--- src/rtl/data_consuming_block_pkg.sv ---
// Shared definitions for the data consuming block: FSM states and the
// throttle encodings that set how often the FIFO is drained.
package data_consuming_block_pkg;

    typedef enum logic [1:0] {
        IDLE   = 2'd0,
        ACCUM  = 2'd1,
        REPORT = 2'd2
    } state_t;

    localparam logic [1:0] THR_EVERY   = 2'b00;
    localparam logic [1:0] THR_HALF    = 2'b01;
    localparam logic [1:0] THR_QUARTER = 2'b10;
    localparam logic [1:0] THR_HALT    = 2'b11;

    // Decide whether the current tick phase permits a pop for a throttle setting.
    function automatic logic pop_allowed(input logic [1:0] throttle, input logic [1:0] tick);
        logic ok;
        ok = 1'b0;
        case (throttle)
            THR_EVERY:   ok = 1'b1;
            THR_HALF:    ok = (tick[0] == 1'b0);
            THR_QUARTER: ok = (tick == 2'b00);
            default:     ok = 1'b0;
        endcase
        return ok;
    endfunction

endpackage

--- src/rtl/sync_fifo.sv ---
// Small synchronous FIFO with registered occupancy. Read data is presented
// combinationally from the read pointer, so a byte written on one edge can be
// popped no earlier than the following cycle.
module sync_fifo #(
    parameter int DEPTH = 4,
    parameter int WIDTH = 8
) (
    input  logic             clk,
    input  logic             rst,
    input  logic             push,
    input  logic             pop,
    input  logic [WIDTH-1:0] wr_data,
    output logic [WIDTH-1:0] rd_data,
    output logic             full,
    output logic             empty
);

    localparam int AW = $clog2(DEPTH);
    localparam logic [AW-1:0] PTR_ONE    = AW'(1);
    localparam logic [AW:0]   CNT_ONE    = (AW + 1)'(1);
    localparam logic [AW:0]   FULL_COUNT = (AW + 1)'(DEPTH);

    logic [WIDTH-1:0] mem [DEPTH];
    logic [AW-1:0]    wr_ptr;
    logic [AW-1:0]    rd_ptr;
    logic [AW:0]      count;
    logic             push_ok;
    logic             pop_ok;

    assign full    = (count == FULL_COUNT);
    assign empty   = (count == '0);
    assign push_ok = push && !full;
    assign pop_ok  = pop && !empty;
    assign rd_data = mem[rd_ptr];

    // Storage array needs no reset; only written on an accepted push.
    always_ff @(posedge clk) begin
        if (push_ok) begin
            mem[wr_ptr] <= wr_data;
        end
    end

    // Pointers wrap naturally because DEPTH is a power of two; occupancy is unchanged by push+pop.
    always_ff @(posedge clk or negedge rst) begin
        if (!rst) begin
            wr_ptr <= '0;
            rd_ptr <= '0;
            count  <= '0;
        end else begin
            if (push_ok) begin
                wr_ptr <= wr_ptr + PTR_ONE;
            end
            if (pop_ok) begin
                rd_ptr <= rd_ptr + PTR_ONE;
            end
            case ({push_ok, pop_ok})
                2'b10:   count <= count + CNT_ONE;
                2'b01:   count <= count - CNT_ONE;
                default: count <= count;
            endcase
        end
    end

endmodule

--- src/rtl/data_consuming_block.sv ---
// Consumes a byte stream through a small FIFO, drains it at a throttled rate
// and reports a 16-bit sum, an XOR and a running count for each frame.
module data_consuming_block
    import data_consuming_block_pkg::*;
#(
    parameter int DEPTH = 4
) (
    input  logic        clk,
    input  logic        rst,
    input  logic        valid_in,
    output logic        ready_out,
    input  logic [7:0]  data_in,
    input  logic [1:0]  throttle,
    input  logic [7:0]  frame_len,
    output logic        frame_done,
    output logic [15:0] frame_sum,
    output logic [7:0]  frame_xor,
    output logic [15:0] frame_cnt
);

    state_t      state;
    state_t      next_state;
    logic        full;
    logic        empty;
    logic [7:0]  fifo_data;
    logic        push;
    logic        pop;
    logic [1:0]  tick;
    logic [8:0]  remaining;
    logic [8:0]  len_eff;
    logic        last_byte;
    logic [15:0] acc_sum;
    logic [7:0]  acc_xor;
    logic [15:0] next_sum;
    logic [7:0]  next_xor;

    sync_fifo #(
        .DEPTH (DEPTH),
        .WIDTH (8)
    ) u_fifo (
        .clk     (clk),
        .rst     (rst),
        .push    (push),
        .pop     (pop),
        .wr_data (data_in),
        .rd_data (fifo_data),
        .full    (full),
        .empty   (empty)
    );

    assign ready_out  = !full;
    assign push       = valid_in && ready_out;
    assign pop        = !empty && (state != REPORT) && pop_allowed(throttle, tick);
    assign frame_done = (state == REPORT);

    // A frame length of zero stands for a 256-byte frame.
    assign len_eff   = (frame_len == 8'd0) ? 9'd256 : {1'b0, frame_len};
    assign last_byte = (state == IDLE) ? (len_eff == 9'd1) : (remaining == 9'd1);

    // The first byte of a frame restarts the accumulators; later bytes add into them.
    always_comb begin
        next_sum = acc_sum + {8'h00, fifo_data};
        next_xor = acc_xor ^ fifo_data;
        if (state == IDLE) begin
            next_sum = {8'h00, fifo_data};
            next_xor = fifo_data;
        end
    end

    // Free-running phase counter used by the throttle.
    always_ff @(posedge clk or negedge rst) begin
        if (!rst) begin
            tick <= 2'd0;
        end else begin
            tick <= tick + 2'd1;
        end
    end

    // FSM state register.
    always_ff @(posedge clk or negedge rst) begin
        if (!rst) begin
            state <= IDLE;
        end else begin
            state <= next_state;
        end
    end

    // Next-state logic: a frame ends on its last pop and REPORT always lasts one cycle.
    always_comb begin
        next_state = state;
        case (state)
            IDLE: begin
                if (pop) begin
                    next_state = last_byte ? REPORT : ACCUM;
                end
            end
            ACCUM: begin
                if (pop && last_byte) begin
                    next_state = REPORT;
                end
            end
            REPORT:  next_state = IDLE;
            default: next_state = IDLE;
        endcase
    end

    // Accumulators and remaining-byte count; frame_len is only sampled on the first pop.
    always_ff @(posedge clk or negedge rst) begin
        if (!rst) begin
            remaining <= 9'd0;
            acc_sum   <= 16'd0;
            acc_xor   <= 8'd0;
        end else if (pop) begin
            acc_sum <= next_sum;
            acc_xor <= next_xor;
            if (state == IDLE) begin
                remaining <= len_eff - 9'd1;
            end else begin
                remaining <= remaining - 9'd1;
            end
        end
    end

    // Results load on the final pop so they are already valid while frame_done is high, then hold.
    always_ff @(posedge clk or negedge rst) begin
        if (!rst) begin
            frame_sum <= 16'd0;
            frame_xor <= 8'd0;
            frame_cnt <= 16'd0;
        end else if (pop && last_byte) begin
            frame_sum <= next_sum;
            frame_xor <= next_xor;
            frame_cnt <= frame_cnt + 16'd1;
        end
    end

endmodule

--- config.mk ---
export PLATFORM = sky130hd
export DESIGN_NAME = data_consuming_block
export DESIGN_NICKNAME = d
export VERILOG_FILES = /design/src/rtl/data_consuming_block_pkg.sv /design/src/rtl/sync_fifo.sv /design/src/rtl/data_consuming_block.sv
export SDC_FILE = /design/constraint.sdc
export NUM_CORES = 1
export LEC_CHECK = 0
export ABC_CLOCK_PERIOD_IN_PS = 4800
export CELL_PAD_IN_SITES_DETAIL_PLACEMENT = 0
export CELL_PAD_IN_SITES_GLOBAL_PLACEMENT = 1
export CORE_ASPECT_RATIO = 1.2
export CORE_MARGIN = 8
export CORE_UTILIZATION = 48
export DETAILED_ROUTE_END_ITERATION = 12
export GPL_TIMING_DRIVEN = 0
export PLACE_DENSITY_LB_ADDON = 0.2
export SLEW_MARGIN = 20
export SYNTH_ARGS = -nofsm -noshare
export SYNTH_HDL_FRONTEND = slang
export SYNTH_SLANG_ARGS = --single-unit
--- constraint.sdc ---
create_clock -name clk -period 4.8 [get_ports clk]
set_clock_uncertainty 0.15 [all_clocks]
set_input_delay 0.72 -clock clk [delete_from_list [all_inputs] [get_ports clk]]
set_output_delay 0.72 -clock clk [all_outputs]
set_load 0.005 [all_outputs]
* Word-level counts from Yosys, hierarchy flattened
Memory sizes are Yosys's and may differ from the RTL's.
Index checks and enable logic that the tools add are counted.
** Word-level totals
- Output and inout bits :: 42
- Word-level logic and storage cells :: 63
- RAM bits :: 32
- Input bits :: 21
- Memories :: 1
- Latch bits :: 0
- Memory bits (read-only) :: 0
- Bits in registers :: 84
** Memory list
- u_fifo.mem :: words 4, bits a word 8, rd ports 1, clocked after Yosys merged registers in 0, write ports 1, line sync_fifo.sv:23 : logic [WIDTH-1:0] mem [DEPTH];
** Cells by class
- Add/sub/neg operators :: 9
- Equal/unequal tests :: 12
- Mux-type cells :: 13
- Reduce and logical (&&, ||, !) cells :: 15
- Bitwise gates (word level) :: 2
- Div/mod/pow operators :: 0
- $lt $le $gt $ge :: 0
- Shift operators :: 0
- Multiply operators :: 0
** Operators by type and width (count)
- == test 9 x 1 -> 1 bit (second input constant) :: 2
- 2-to-1 mux 9 bit :: 2
- subtractor 9 x 1 -> 9 bit (second input constant) :: 2
- adder 16 x 1 -> 16 bit (second input constant) :: 1
- adder 16 x 8 -> 16 bit :: 1
- 2-to-1 mux 16 bit :: 1
- zero test 8 bit :: 1
- 2-to-1 mux 8 bit :: 1
- XOR 8 bit :: 1
- adder 2 x 1 -> 2 bit (second input constant) :: 3
- == test 2 x 1 -> 1 bit (second input constant) :: 3
- == test 2 bit (second input constant) :: 3
- logical AND 1 bit :: 6
- zero test 2 bit :: 3
- 2-to-1 mux 2 bit :: 3
- inequality test 2 bit (second input constant) :: 3
- case mux 3 bit (2 select lines) :: 1
- case mux 2 bit (2 select lines) :: 1
- adder 3 x 1 -> 3 bit (second input constant) :: 1
- == test 3 bit (second input constant) :: 1
- zero test 3 bit :: 1
- 2-to-1 mux 1 bit :: 3
- case mux 1 bit (3 select lines) :: 1
- subtractor 3 x 1 -> 3 bit (second input constant) :: 1
- other kinds (4) :: 5

* Depth between registers and ports, before layout
Gate-level depths: netlist (run 1).
- Word-level depth :: 7
- Depth in mapped cells :: 13
- Depth with buffers taken out :: 11

* Modules after synthesis
A second synthesis (run 1) with hierarchy kept.
** Second synthesis, totals
- Cells, all modules :: 548
- Area total of the unflattened synthesis :: 5930.7 µm²
** Modules (own cells, without submodules)
- data_consuming_block :: area each 4337.9 µm², instances 1, cells each 469, seq. area each 1926.8 µm²
- sync_fifo :: area each 1592.8 µm², instances 1, cells each 79, seq. area each 1136.1 µm²

* Worst setup path after synthesis (run 1)
No wires, ideal clock.
- Path type :: register to register
- Start point :: register u_fifo.rd_ptr[0]
- End point :: register frame_sum[10]
- Stages on the path, launching flop included :: 9
- Library setup time :: 131 ps
- Path slack :: 1871 ps
- Period minus slack after synthesis :: 2929 ps
- Required time :: 4519 ps
- Arrival time :: 2648 ps
- Path buffers :: 1
- Cells stage by stage :: dfrtp_1 > buf_2 > mux4_2 > ha_1 > a21oi_1 > nand2_1 > o311ai_0 > xor2_1 > o21ai_0
** Between the ends
- Word-level cells in the longest chain between the ends :: 3
** Ends and longest elaborated chain
- from (decl) :: line sync_fifo.sv:25 : logic [AW-1:0] rd_ptr;
- from (signal assigned) :: line sync_fifo.sv:54 : rd_ptr <= rd_ptr + PTR_ONE;
- memory (4 x 8 bit)
- adder 16 x 8 -> 16 bit :: line data_consuming_block.sv:62 : next_sum = acc_sum + {8'h00, fifo_data};
- 2-to-1 mux 16 bit :: line data_consuming_block.sv:64 : if (state == IDLE) begin
- to (signal assigned) :: line data_consuming_block.sv:131 : frame_sum <= next_sum;
- to (decl) :: line data_consuming_block.sv:16 : output logic [15:0] frame_sum,
Every way passes these cells.
A chain may end at the register's enable or synchronous reset.

* Worst setup path after layout (run 1)
- Start point :: input throttle[1]
- End point :: register u_fifo.count[2]
** Between the ends
- Word-level cells in the longest chain between the ends :: 6
- Elaborated cells between the ends (all ways) :: 10
- Classes of those cells :: 4 x eq/ne; 2 x mux; 4 x reduce/logical
** Ends and longest elaborated chain
- from (decl) :: line data_consuming_block.sv:13 : input logic [1:0] throttle,
- == test 2 bit, or another cell as far along :: line data_consuming_block_pkg.sv:20 : case (throttle)
- case mux 1 bit (3 select lines) * :: line data_consuming_block_pkg.sv:20
- logical AND 1 bit * :: line data_consuming_block.sv:53 : assign pop = !empty && (state != REPORT) && pop_allowed(throttle, tick);
- logical AND 1 bit * :: line sync_fifo.sv:33 : assign pop_ok = pop && !empty;
- net u_fifo.pop_ok :: line sync_fifo.sv:28 : logic pop_ok;
- == test 2 x 1 -> 1 bit or == test 2 bit (tied branches) :: line sync_fifo.sv:56 : case ({push_ok, pop_ok})
- case mux 3 bit (2 select lines) or nonzero test 2 bit (tied branches)
- to (signal assigned) :: line sync_fifo.sv:57 : 2'b10: count <= count + CNT_ONE;
- to (signal assigned) :: line sync_fifo.sv:58 : 2'b01: count <= count - CNT_ONE;
- to (signal assigned) :: line sync_fifo.sv:59 : default: count <= count;
- to (decl) :: line sync_fifo.sv:26 : logic [AW:0] count;
Mark *: on every way through the listed nets, which the timed path passes. The rest lies on a longest branch.

==> metrics.md, run 1 <==
| Metric | Value |
|---|---|
| WP depth | `12` |
| Fillers | `roughly 1000` |
| Max FO, Critical Path | `10` |
| R2r setup slk | `about 1.5 ns` |
| Sequential area share after synthesis | `between 50% and 60%` |
| Data arrival, critical path | `roughly 3.6 ns` |
| Distinct cells, synth | `56` |
| DP Worst Slack | `about 1.0 ns` |
| Hold Crit Class | `in2async` |
| Post-CTS Setup Bufs | `0` |
| Status | `completed` |
| Crit path from | `throttle[1]` |
| Worst Setup Start Kind | `primary input` |
| Final Max Tran Viols | `0` |
| Share of layout cells above drive strength 1 | `8.35%` |
| DR DRC count | `0` |
| Bufs on Longest Clock Path | `2` |
| Crit Path Class | `in2reg` |
| Synth Net Count | `582` |
| Num rows | `44` |
| Final WL | `~13 mm` |
| Final hold vios | `0` |
| Mean routed wirelength per cell | `16.7 um` |
| Synth Warn # | `0` |
| Cell taking the most area after synthesis | `dfrtp_1` |
| TritonCTS buffer count | `17` |
| Area grow syn2layout | `25.3%` |
| Leakage power of the design | `3.00 nW` |
| Logic gate share of total power | `39.5%` |
| Synth top area share | `36.6%` |
| Register bit count reported by yosys | `roughly 120` |
| Die width | `between 100 and 150 um` |
| Crit path largest cell delay | `around 0.48 ns` |
| Root buf cell | `clkbuf_16` |
| Initial Util | `48.3%` |
| Ant. Diodes | `0` |
| Global-route wire length before repair | `roughly 22 mm` |
| Tot Pwr | `~4.6 mW` |
| NetSw | `1.69 mW` |
| Buf+Inv Stages, Crit Path | `5` |
| Endpoints failing setup | `0` |
| CTS H-tree depth | `4` |
| IO Port Bufs | `62` |
| Post_cts resized | `0` |
| Synth Cell Area | `between 5000 and 6000 um2` |
| Total gr overflow | `0` |
| CP endpoint | `u_fifo.count[2]$_DFFE_PN0P_` |
| Vias per Instance | `about 5.5` |
| Primary FF master, synth | `dfrtp_1` |
| Clock sinks | `approximately 120` |
| Detailed placer's ending HPWL | `between 9 and 10 mm` |
| Power Density | `between 600 and 700 nW/um2` |
| Reg power frac | `32.6%` |
| Placed insts | `764` |
| FF+latch area | `3060 um2` |
| R2r worst-path depth | `8` |
| Die area | `about 16000 um2` |
| RR Startpoint | `u_fifo.rd_ptr[0]$_DFFE_PN0P_` |
| Synth top area cells | `dfrtp_1, edfxtp_1, o21ai_0` |
| Initial antenna violation count | `0` |
| Vias in the first global route | `~4500` |
| Clock share of power | `27.8%` |
| Maxcap violations | `0` |
| Worst Tran Pin Value | `0.702 ns` |
| Crit path max-delay family | `buffers and inverters` |
| Gate Count Post-Synth | `between 500 and 600` |
| RSZ-0062 raised after global routing | `no` |
| CP cell instances | `clkdlybuf4s50_1 -> o21ai_0 -> nand4b_1 -> inv_1 -> buf_2 -> buf_1 -> ha_1 -> inv_1 -> fa_1 -> xor2_1 -> nor2_1 -> xor2_1` |
| Antenna Violating Nets Remaining | `0` |
| Worst-path clk slew | `around 0.050 ns` |
| CTS tree | `done` |
| Worst endpoint required time | `4.99 ns` |
| Max Freq | `approximately 300 MHz` |
| Worst setup margin | `approximately 1.4 ns` |
| FF-to-FF End | `acc_sum[11]$_DFFE_PN0N_` |
| Period utilization | `70.3%` |
| Die Height | `between 100 and 150 um` |
| Fin cells | `~800` |
| Crit end category | `flop` |
| Number of synthesized flops with an enable pin | `32` |
| CORE AREA | `11900 um2` |
| Worst vdd ir | `about 0.32 mV` |
| Internal Power | `around 2.9 mW` |
| Ys async rst share | `72.4%` |
| Gpl congestion | `between 0.8 and 0.9` |
| Largest net degree at the start of global routing | `between 40 and 50` |
| DRT Pass-1 Iters | `4` |
| Switch share | `~37%` |
| Final Net Count | `roughly 660` |
| Top Ports | `63` |
| Worst-Skew Late Latency | `between 0.4 and 0.5 ns` |
| GRT Overall Usage | `about 18%` |
| Post-cts hold buffer count | `0` |
| Final min period | `around 3.4 ns` |
| Rel. slew slack | `a little over half` |
| 1st-iter DRT viols | `roughly 170` |
| CP max stage cell | `buf_1` |
| Multi-input combinational cell area | `between 2000 and 3000 um2` |
| Post-Syn Area per Cell | `10.6 um2` |
| Via count | `4373` |
## cells by family (layout without fill, tap and decap cells)
kind of cell	count (synthesis)	in the layout	share of synthesized area (%)
buffers and inverters	44	139	2.98
DFF	116	116	53.3
xor gates and xnor gates	44	44	6.71
and+or+nand+nor	170	170	14.6
muxes	12	12	3.83
adders and majority gates	21	21	4.83
AOI/OAI and AO/OA	133	133	13.7
## worst min-delay path by stage
stage	start	end	slack, ns	depth (start not counted)
3_5_place_dp	tick[0]$_DFF_PN0_	tick[0]$_DFF_PN0_	0.28	1
5_1_grt	rst	frame_sum[12]$_DFFE_PN0P_	0.19	1
2_1_floorplan	tick[0]$_DFF_PN0_	tick[0]$_DFF_PN0_	0.26	1
3_3_place_gp	tick[0]$_DFF_PN0_	tick[0]$_DFF_PN0_	0.27	1
4_1_cts	rst	frame_sum[12]$_DFFE_PN0P_	0.16	1
6_report	rst	frame_sum[12]$_DFFE_PN0P_	0.14	1
## metal layers
metal	global-route usage, %	routed length, um	vias to the layer above
li1	-	-	2112
met1	21.4	5760	2139
met2	30.7	6680	104
met3	3.87	629	18
met4	7.44	222	0
met5	0	0	-
## layout make-up
class                           instances  area share [%]
Buffer                                 22            1.23
Clock inverter                         15            2.50
Timing Repair Buffer                   63            8.97
Multi-Input combinational cell        380            34.9
Tap cell                              161            2.80
Sequential cell                       116            42.5
Clock buffer                           17            5.91
Inverter                               22            1.15
## sequential cells by signal, summed over array words and instances (netlist names)
register       count
u_fifo.count       3
frame_cnt         16
u_fifo.rd_ptr      2
state              2
acc_sum           16
acc_xor            8
remaining          9
u_fifo.wr_ptr      2
frame_sum         16
tick               2
frame_xor          8
u_fifo.mem        32
## per-stage QoR
| stage | instance area [um2] | setup TNS (ns) | hold WS (ns) | utilization (%) |
|---|---|---|---|---|
| after floorplan | 5750 | 0 | 0.256 | - |
| after global placement | 6570 | -23.48 | 0.267 | 55.2 |
| after detailed placement | 6590 | 0 | 0.277 | 55.5 |
| after CTS | 7200 | 0 | 0.160 | 60.5 |
| after global routing | 7200 | 0 | 0.188 | 60.5 |
| final | 7200 | 0 | 0.144 | 60.5 |
## worst register-to-register path: stages (launching register included)
cell and delay (ns):
dfrtp_1 0.32, buf_2 0.29, mux4_2 0.66, ha_1 0.43
o211ai_1 0.19, o2111ai_1 0.56, nand4_1 0.25, or3_1 0.36
nand3_1 0.09
## placed cells by master, fill, tap and decap left out, types with 19 or more instances in the layout
master,Yosys,layout
dfrtp_1,84,84
nand2_1,65,65
clkdlybuf4s50_1,0,61
o21ai_0,58,58
a21oi_1,34,34
edfxtp_1,32,32
nand3_1,28,28
xor2_1,25,25
nor2_1,24,24
inv_1,22,22
xnor2_1,19,19
ha_1,19,19
## cell usage after synthesis (6+ instances only)
library cell and n:
a21oi_1 34, and3_1 7, clkbuf_1 12, dfrtp_1 84, edfxtp_1 32, ha_1 19
inv_1 22, mux4_2 8, nand2_1 65, nand3_1 28, nor2_1 24, nor3_1 7
o21ai_0 58, o31ai_1 6, or3_1 7, xnor2_1 19, xor2_1 25
## power by group through the flow
stage | Sequential, mW | Combinational (mW) | Clock (mW)
6_report | 1.50 | 1.82 | 1.28
3_3_place_gp | 1.50 | 1.74 | 0
5_1_grt | 1.54 | 2.04 | 1.34
4_1_cts | 1.50 | 1.81 | 1.30
3_5_place_dp | 1.51 | 1.80 | 0
2_1_floorplan | 1.47 | 1.26 | 0
Power figures use the tool's default switching activity.
==> run 2: changes to the inputs <==
Settings changed: ABC_CLOCK_PERIOD_IN_PS 4800 to 3150, CORE_UTILIZATION 48 to 45.
Clock period 4.8 ns to 3.15 ns, I/O delays scaled along.
==> run 2 against run 1 <==
Net effect: clock power grew 53%; die area grew 5.8%; clock-buffer cell count rose by 2; utilization decreased by 2.3 points; register-to-register slack got worse by 1.3 ns; design area is 1.6% higher; final cell count increased by 0.75%; wire length is 4.7% higher; critical path depth is 4 lower; combinational power grew 65%; setup slack lost 1.3 ns; sequential power is 55% higher; largest power group unchanged.
==> metrics.md, run 2 (synthesis gave the netlist of run 1 again) <==
| Metric | Value |
|---|---|
| Antenna Violating Nets Remaining | `0 (unchanged)` |
| Bufs on Longest Clock Path | `2 (unchanged)` |
| FF-to-FF End | `frame_sum[7]$_DFFE_PN0P_` |
| Metal-1 WL | `6.00 mm (+4.1%)` |
| Commonest non-fill, non-tap cell in the layout | `dfrtp_1` |
| Worst-Skew Late Latency | `0.42 ns (about the same)` |
| Die width | `119 um (+2.8%)` |
| R2r worst-path depth | `8 (unchanged)` |
| Crit Path Class | `reg2reg` |
| 1st-iter DRT viols | `257 (+49%)` |
| Final instance area | `7320 um2 (+1.6%)` |
| Die area | `16700 um2 (+5.8%)` |
| R2r setup slk | `0.14 ns (-1.31 ns)` |
| Final min period | `3.01 ns` |
| Final Max Tran Viols | `0 (unchanged)` |
| RR Startpoint | `u_fifo.rd_ptr[0]$_DFFE_PN0P_` |
| Num rows | `45 (+2.3%)` |
| Share of layout cells above drive strength 1 | `10.8% (+2.5 points)` |
| WHS Endpoint | `tick[0]$_DFF_PN0_` |
| Vias per Instance | `5.53 (+0.64%)` |
| Hold Path Origin | `tick[0]$_DFF_PN0_` |
| Util after Layout | `58.3% (-2.3 points)` |
| Placed insts | `767 (+0.39%)` |
| Met3 routed WL | `687 um (+9.2%)` |
| Fin cells | `802 (+0.75%)` |
| Worst Tran Pin Value | `0.664 ns (-0.0378 ns)` |
| DRT Pass-1 Iters | `4 (unchanged)` |
| Root buf cell | `clkbuf_16` |
| Endpoints failing setup | `0 (unchanged)` |
| CTS H-tree depth | `4 (unchanged)` |
| CTS tree | `done` |
| TritonCTS buffer count | `17 (unchanged)` |
| Top Ports | `63 (unchanged)` |
| IO Port Bufs | `62 (unchanged)` |
| Area grow syn2layout | `27.3%` |
| Placed Instance Area | `6600 um2 (about the same)` |
| DP Worst Slack | `-0.392 ns (-1.42 ns)` |
| Rel. slew slack | `55.3% (+2.5 points)` |
| Worst vdd ir | `0.428 mV (+35%)` |
| Worst Setup Start Kind | `flop` |
| Register with the most flip-flops | `u_fifo.mem` |
| Worst-path clk slew | `0.06 ns (about the same)` |
| Leakage power of the design | `3.02 nW (+0.71%)` |
| Top routing layer in use | `met4` |
| Hold Crit Class | `reg2reg` |
| CORE AREA | `12600 um2 (+5.6%)` |
| Max FO, Critical Path | `10 (unchanged)` |
| Total gr overflow | `0 (unchanged)` |
| Period utilization | `95.6%` |
| Clock sinks | `116 (unchanged)` |
| Data arrival, critical path | `3.14 ns (-0.42 ns)` |
| Global-route wire length before repair | `23.2 mm (+5.6%)` |
| Most frequent cells in the layout | `dfrtp_1, nand2_1, clkdlybuf4s50_1` |
| Ant. Diodes | `0 (unchanged)` |
| Final WL | `13.9 mm (+4.7%)` |
| Gpl congestion | `0.814 (-3.2%)` |
| Largest net degree at the start of global routing | `49 (+6.5%)` |
| Fillers | `1060 (+2.9%)` |
| Worst setup margin | `0.140 ns (-1.29 ns)` |
| WL met2 | `7.08 mm (+5.9%)` |
| DR DRC count | `0 (unchanged)` |
| Mean routed wirelength per cell | `17.4 um (+3.9%)` |
| Power Density | `996 nW/um2 (+56%)` |
| Via count | `4434 (+1.4%)` |
| Crit end category | `flop` |
| Final Net Count | `667 (+0.45%)` |
| Initial antenna violation count | `0 (unchanged)` |
| GRT Overall Usage | `17.4% (-0.61 points)` |
| Max reg flops | `32 (unchanged)` |
| Status | `completed` |
| Detailed placer's ending HPWL | `10.1 mm (+2.5%)` |
| Initial Util | `45.8% (-2.6 points)` |
| Maxcap violations | `0 (unchanged)` |
| Max Freq | `about 330 MHz` |
| Vias in the first global route | `4589 (+2.7%)` |
| Die Height | `140 um (+2.9%)` |
| Hold depth | `1` |
| Worst endpoint required time | `3.28 ns (-1.71 ns)` |
| Final hold vios | `0 (unchanged)` |
-- run 2: worst max-delay path, stage by stage (launching register included) --
cell and delay (ns):
dfrtp_1 0.33, buf_4 0.22, mux4_2 0.61, ha_2 0.46, o211ai_1 0.20, o211ai_1 0.29
nor2_1 0.08, a211oi_1 0.41, a21oi_1 0.13
-- run 2: report_power, final --
part	total, mW	internal, mW	switching (mW)
combinational	3.00	1.31	1.69
clock	1.96	1.24	0.717
sequential	2.32	2.00	0.328
-- run 2: routing by layer --
layer  up-vias  track usage, %
met5         -               0
met4         0            6.60
met3        14            5.22
met2        95            29.5
met1      2207            20.2
li1       2118               -
-- run 2: what timing repair did --
item | in CTS | in global routing
pin swaps | 1 | 1
hold buffers | 1 | 0
gates resized for setup | 9 | 12
setup endpoints to repair | 14 | 21
setup buffers | 1 | 3
hold endpoints to repair | 36 | 0
-- run 2: final cells by class --
type	instances	area [um2]	area share [%]
multi-input cells	380	2610	35.6
clock buffers	19	433	5.92
inverters	22	82.6	1.13
flip-flops and latches	116	3060	41.9
plain buffers	20	83.8	1.15
well taps	164	205	2.80
repair buffers	68	686	9.37
clock inverters	13	158	2.15
-- run 2: worst max-delay path by stage --
| stage | from | end | slack (ns) | depth (start not counted) |
|---|---|---|---|---|
| after CTS | state[1]$_DFFE_PN0P_ | u_fifo.count[2]$_DFFE_PN0P_ | 0.001 | 11 |
| after floorplan | u_fifo.rd_ptr[0]$_DFFE_PN0P_ | frame_sum[10]$_DFFE_PN0P_ | 0.22 | 8 |
| after global routing | u_fifo.rd_ptr[0]$_DFFE_PN0P_ | acc_sum[14]$_DFFE_PN0N_ | -0.03 | 8 |
| final | u_fifo.rd_ptr[0]$_DFFE_PN0P_ | frame_sum[7]$_DFFE_PN0P_ | 0.14 | 8 |
| after global placement | rst | acc_xor[2]$_DFFE_PN0N_ | -1.69 | 1 |
| after detailed placement | throttle[1] | u_fifo.count[2]$_DFFE_PN0P_ | -0.39 | 12 |
-- run 2: stage by stage --
step           power (mW)  setup TNS, ns  hold WS (ns)
2_1_floorplan        4.17              0        0.0269
3_3_place_gp         4.95        -143.28         0.268
3_5_place_dp         5.07          -2.31         0.282
4_1_cts              7.15              0         0.290
5_1_grt              7.77        -0.0617         0.308
6_report             7.28              0         0.282
==> RTL change, RTL diff (settings of run 1) <==
`DEPTH` is set to 4 in 2 places; all go to 16.
--- a/src/rtl/sync_fifo.sv
+++ b/src/rtl/sync_fifo.sv
@@ -4,3 +4,3 @@
 module sync_fifo #(
-    parameter int DEPTH = 4,
+    parameter int DEPTH = 16,
     parameter int WIDTH = 8
--- a/src/rtl/data_consuming_block.sv
+++ b/src/rtl/data_consuming_block.sv
@@ -5,3 +5,3 @@
 #(
-    parameter int DEPTH = 4
+    parameter int DEPTH = 16
 ) (
Behaviour: not the same (Yosys sat finds a counterexample within 10 cycles, from zero or initial values and one cycle with rst low).
==> RTL change against run 1 <==
- design area rose by 60%
- via count rose by 45%
- synthesized area rose by 71%
- worst setup slack got worse by 0.90 ns
- power rose by 53%
- sequential cell count rose by 102
- wire length rose by 68%
- register-to-register slack got worse by 0.92 ns
- critical path type is now reg2reg
- critical endpoint is now frame_sum[11]$_DFFE_PN0P_
==> RTL change: results (changes against run 1) <==
net switching power = 2.58 mW (was 1.69 mW)
maximum number of pins on one net before global-route repair = 70 (was 46)
maximum cell stage delay along the critical path = 0.58 ns (was 0.48 ns)
Fill cells = 1,580 (was 1,030)
EDFF count, synth = 128 (was 32)
total iterations of the first detailed-routing run = 8 (was 4)
WP data arrival = 4.52 ns (was 3.56 ns)
detailed-placement wirelength estimate = 16,000 um (was 9840 um)
latest clock arrival within the worst-skew pair = 0.52 ns (was 0.42 ns)
number of H-tree branching levels = 1 (was 4)
most used flip-flop cell after synthesis = sky130_fd_sc_hd__edfxtp_1 (was sky130_fd_sc_hd__dfrtp_1)
setup slack of the worst register-to-register path = 0.53 ns (was 1.45 ns)
Initial DRC Count = 462 (was 172)
adder and majority gate portion of the synthesized area = 0.0334 (was 0.0483)
result of the run = finished, final reports clean (unchanged)
classification of the worst-slack hold path = reg2reg (was in2async)
commonest cells in the synthesized netlist = sky130_fd_sc_hd__edfxtp_1, sky130_fd_sc_hd__dfrtp_1, sky130_fd_sc_hd__nand2_1, sky130_fd_sc_hd__o21ai_0, sky130_fd_sc_hd__a21oi_1 (was sky130_fd_sc_hd__dfrtp_1, sky130_fd_sc_hd__nand2_1, sky130_fd_sc_hd__o21ai_0, sky130_fd_sc_hd__a21oi_1, sky130_fd_sc_hd__edfxtp_1)
portion of the post-synthesis area used by sequential elements = 0.621 (was 0.533)
syn nets = 788 (was 582)
Max IR drop VDD = 0.000383 V (was 0.000316 V)
first-pass GRT wire length = 36,000 um (was 21,900 um)
Post-synth ARST share = 0.413 (was 0.724)
xor/xnor cell area share of the yosys netlist = 0.0437 (was 0.0671)
library cell contributing the largest single delay on the critical path = sky130_fd_sc_hd__clkbuf_1 (was sky130_fd_sc_hd__buf_1)
share of the synthesized area in compound gates (AO/OA/AOI/OAI) = 0.0977 (was 0.137)
number of flip-flops under the largest register name = 128 (was 32)
via count of the first global-routing pass = 6,621 (was 4,468)
nets@finish = 876 (was 664)
internal power component = 4.46 mW (was 2.90 mW)
Routed WL per cell = 20.2 um (was 16.7 um)
cell type group with the largest total delay on the critical path = compound AO/OA/AOI/OAI gates (was buffers and inverters)
gp weighted congestion = 0.834 (was 0.841)
transition time at the pin with the least slew margin = 0.891 ns (was 0.702 ns)
clock network power = 1.65 mW (was 1.28 mW)
==> RTL change: worst paths after layout <==
check	start	end	depth (start not counted)
worst max-delay path	u_fifo.rd_ptr[1]$_DFFE_PN0P_	frame_sum[11]$_DFFE_PN0P_	12
worst min-delay path	tick[0]$_DFF_PN0_	tick[0]$_DFF_PN0_	1
worst max register to register	u_fifo.rd_ptr[1]$_DFFE_PN0P_	frame_sum[11]$_DFFE_PN0P_	12
worst min register to register	tick[0]$_DFF_PN0_	tick[0]$_DFF_PN0_	1
max in group asynchronous	rst	acc_sum[8]$_DFFE_PN0N_	3
min in group asynchronous	rst	frame_cnt[10]$_DFFE_PN0P_	2
==> RTL change: routing by layer <==
metal,share of wire,vias to the layer above,routed length (um),GRT usage
met5,0,-,0,0
met4,0.030,0,669,0.0632
met3,0.050,46,1110,0.0324
met2,0.52,176,11800,0.321
met1,0.40,3160,8860,0.206
li1,-,2963,-,-
==> RTL change: metrics by stage <==
step | instance area [um2] | setup WS, ns | instances | hold slack, ns
finish | 11500 | 0.525 | 1111 | 0.292
global route | 11500 | 0.203 | 1111 | 0.329
CTS | 11500 | 0.531 | 1111 | 0.294
detailed placement | 10800 | 0.0790 | 1070 | 0.286
global placement | 10800 | -0.516 | 1069 | 0.282
floorplan | 9810 | 1.35 | 742 | 0.262
==> RTL change: final cells by class <==
type / instances / area, um2 / area share
Clock inverter: 12 / 111 / 0.00966
Inverter: 15 / 56.3 / 0.00488
Tap cell: 265 / 332 / 0.0288
Multi-Input combinational cell: 475 / 3520 / 0.305
Sequential cell: 218 / 6100 / 0.529
Clock buffer: 28 / 591 / 0.0512
Timing Repair Buffer: 64 / 659 / 0.0572
Buffer: 34 / 165 / 0.0143
==> RTL change: repair_timing <==
action                    CTS  global route
hold buffers                1             0
hold endpoints to repair   21             0
setup buffers               0             0
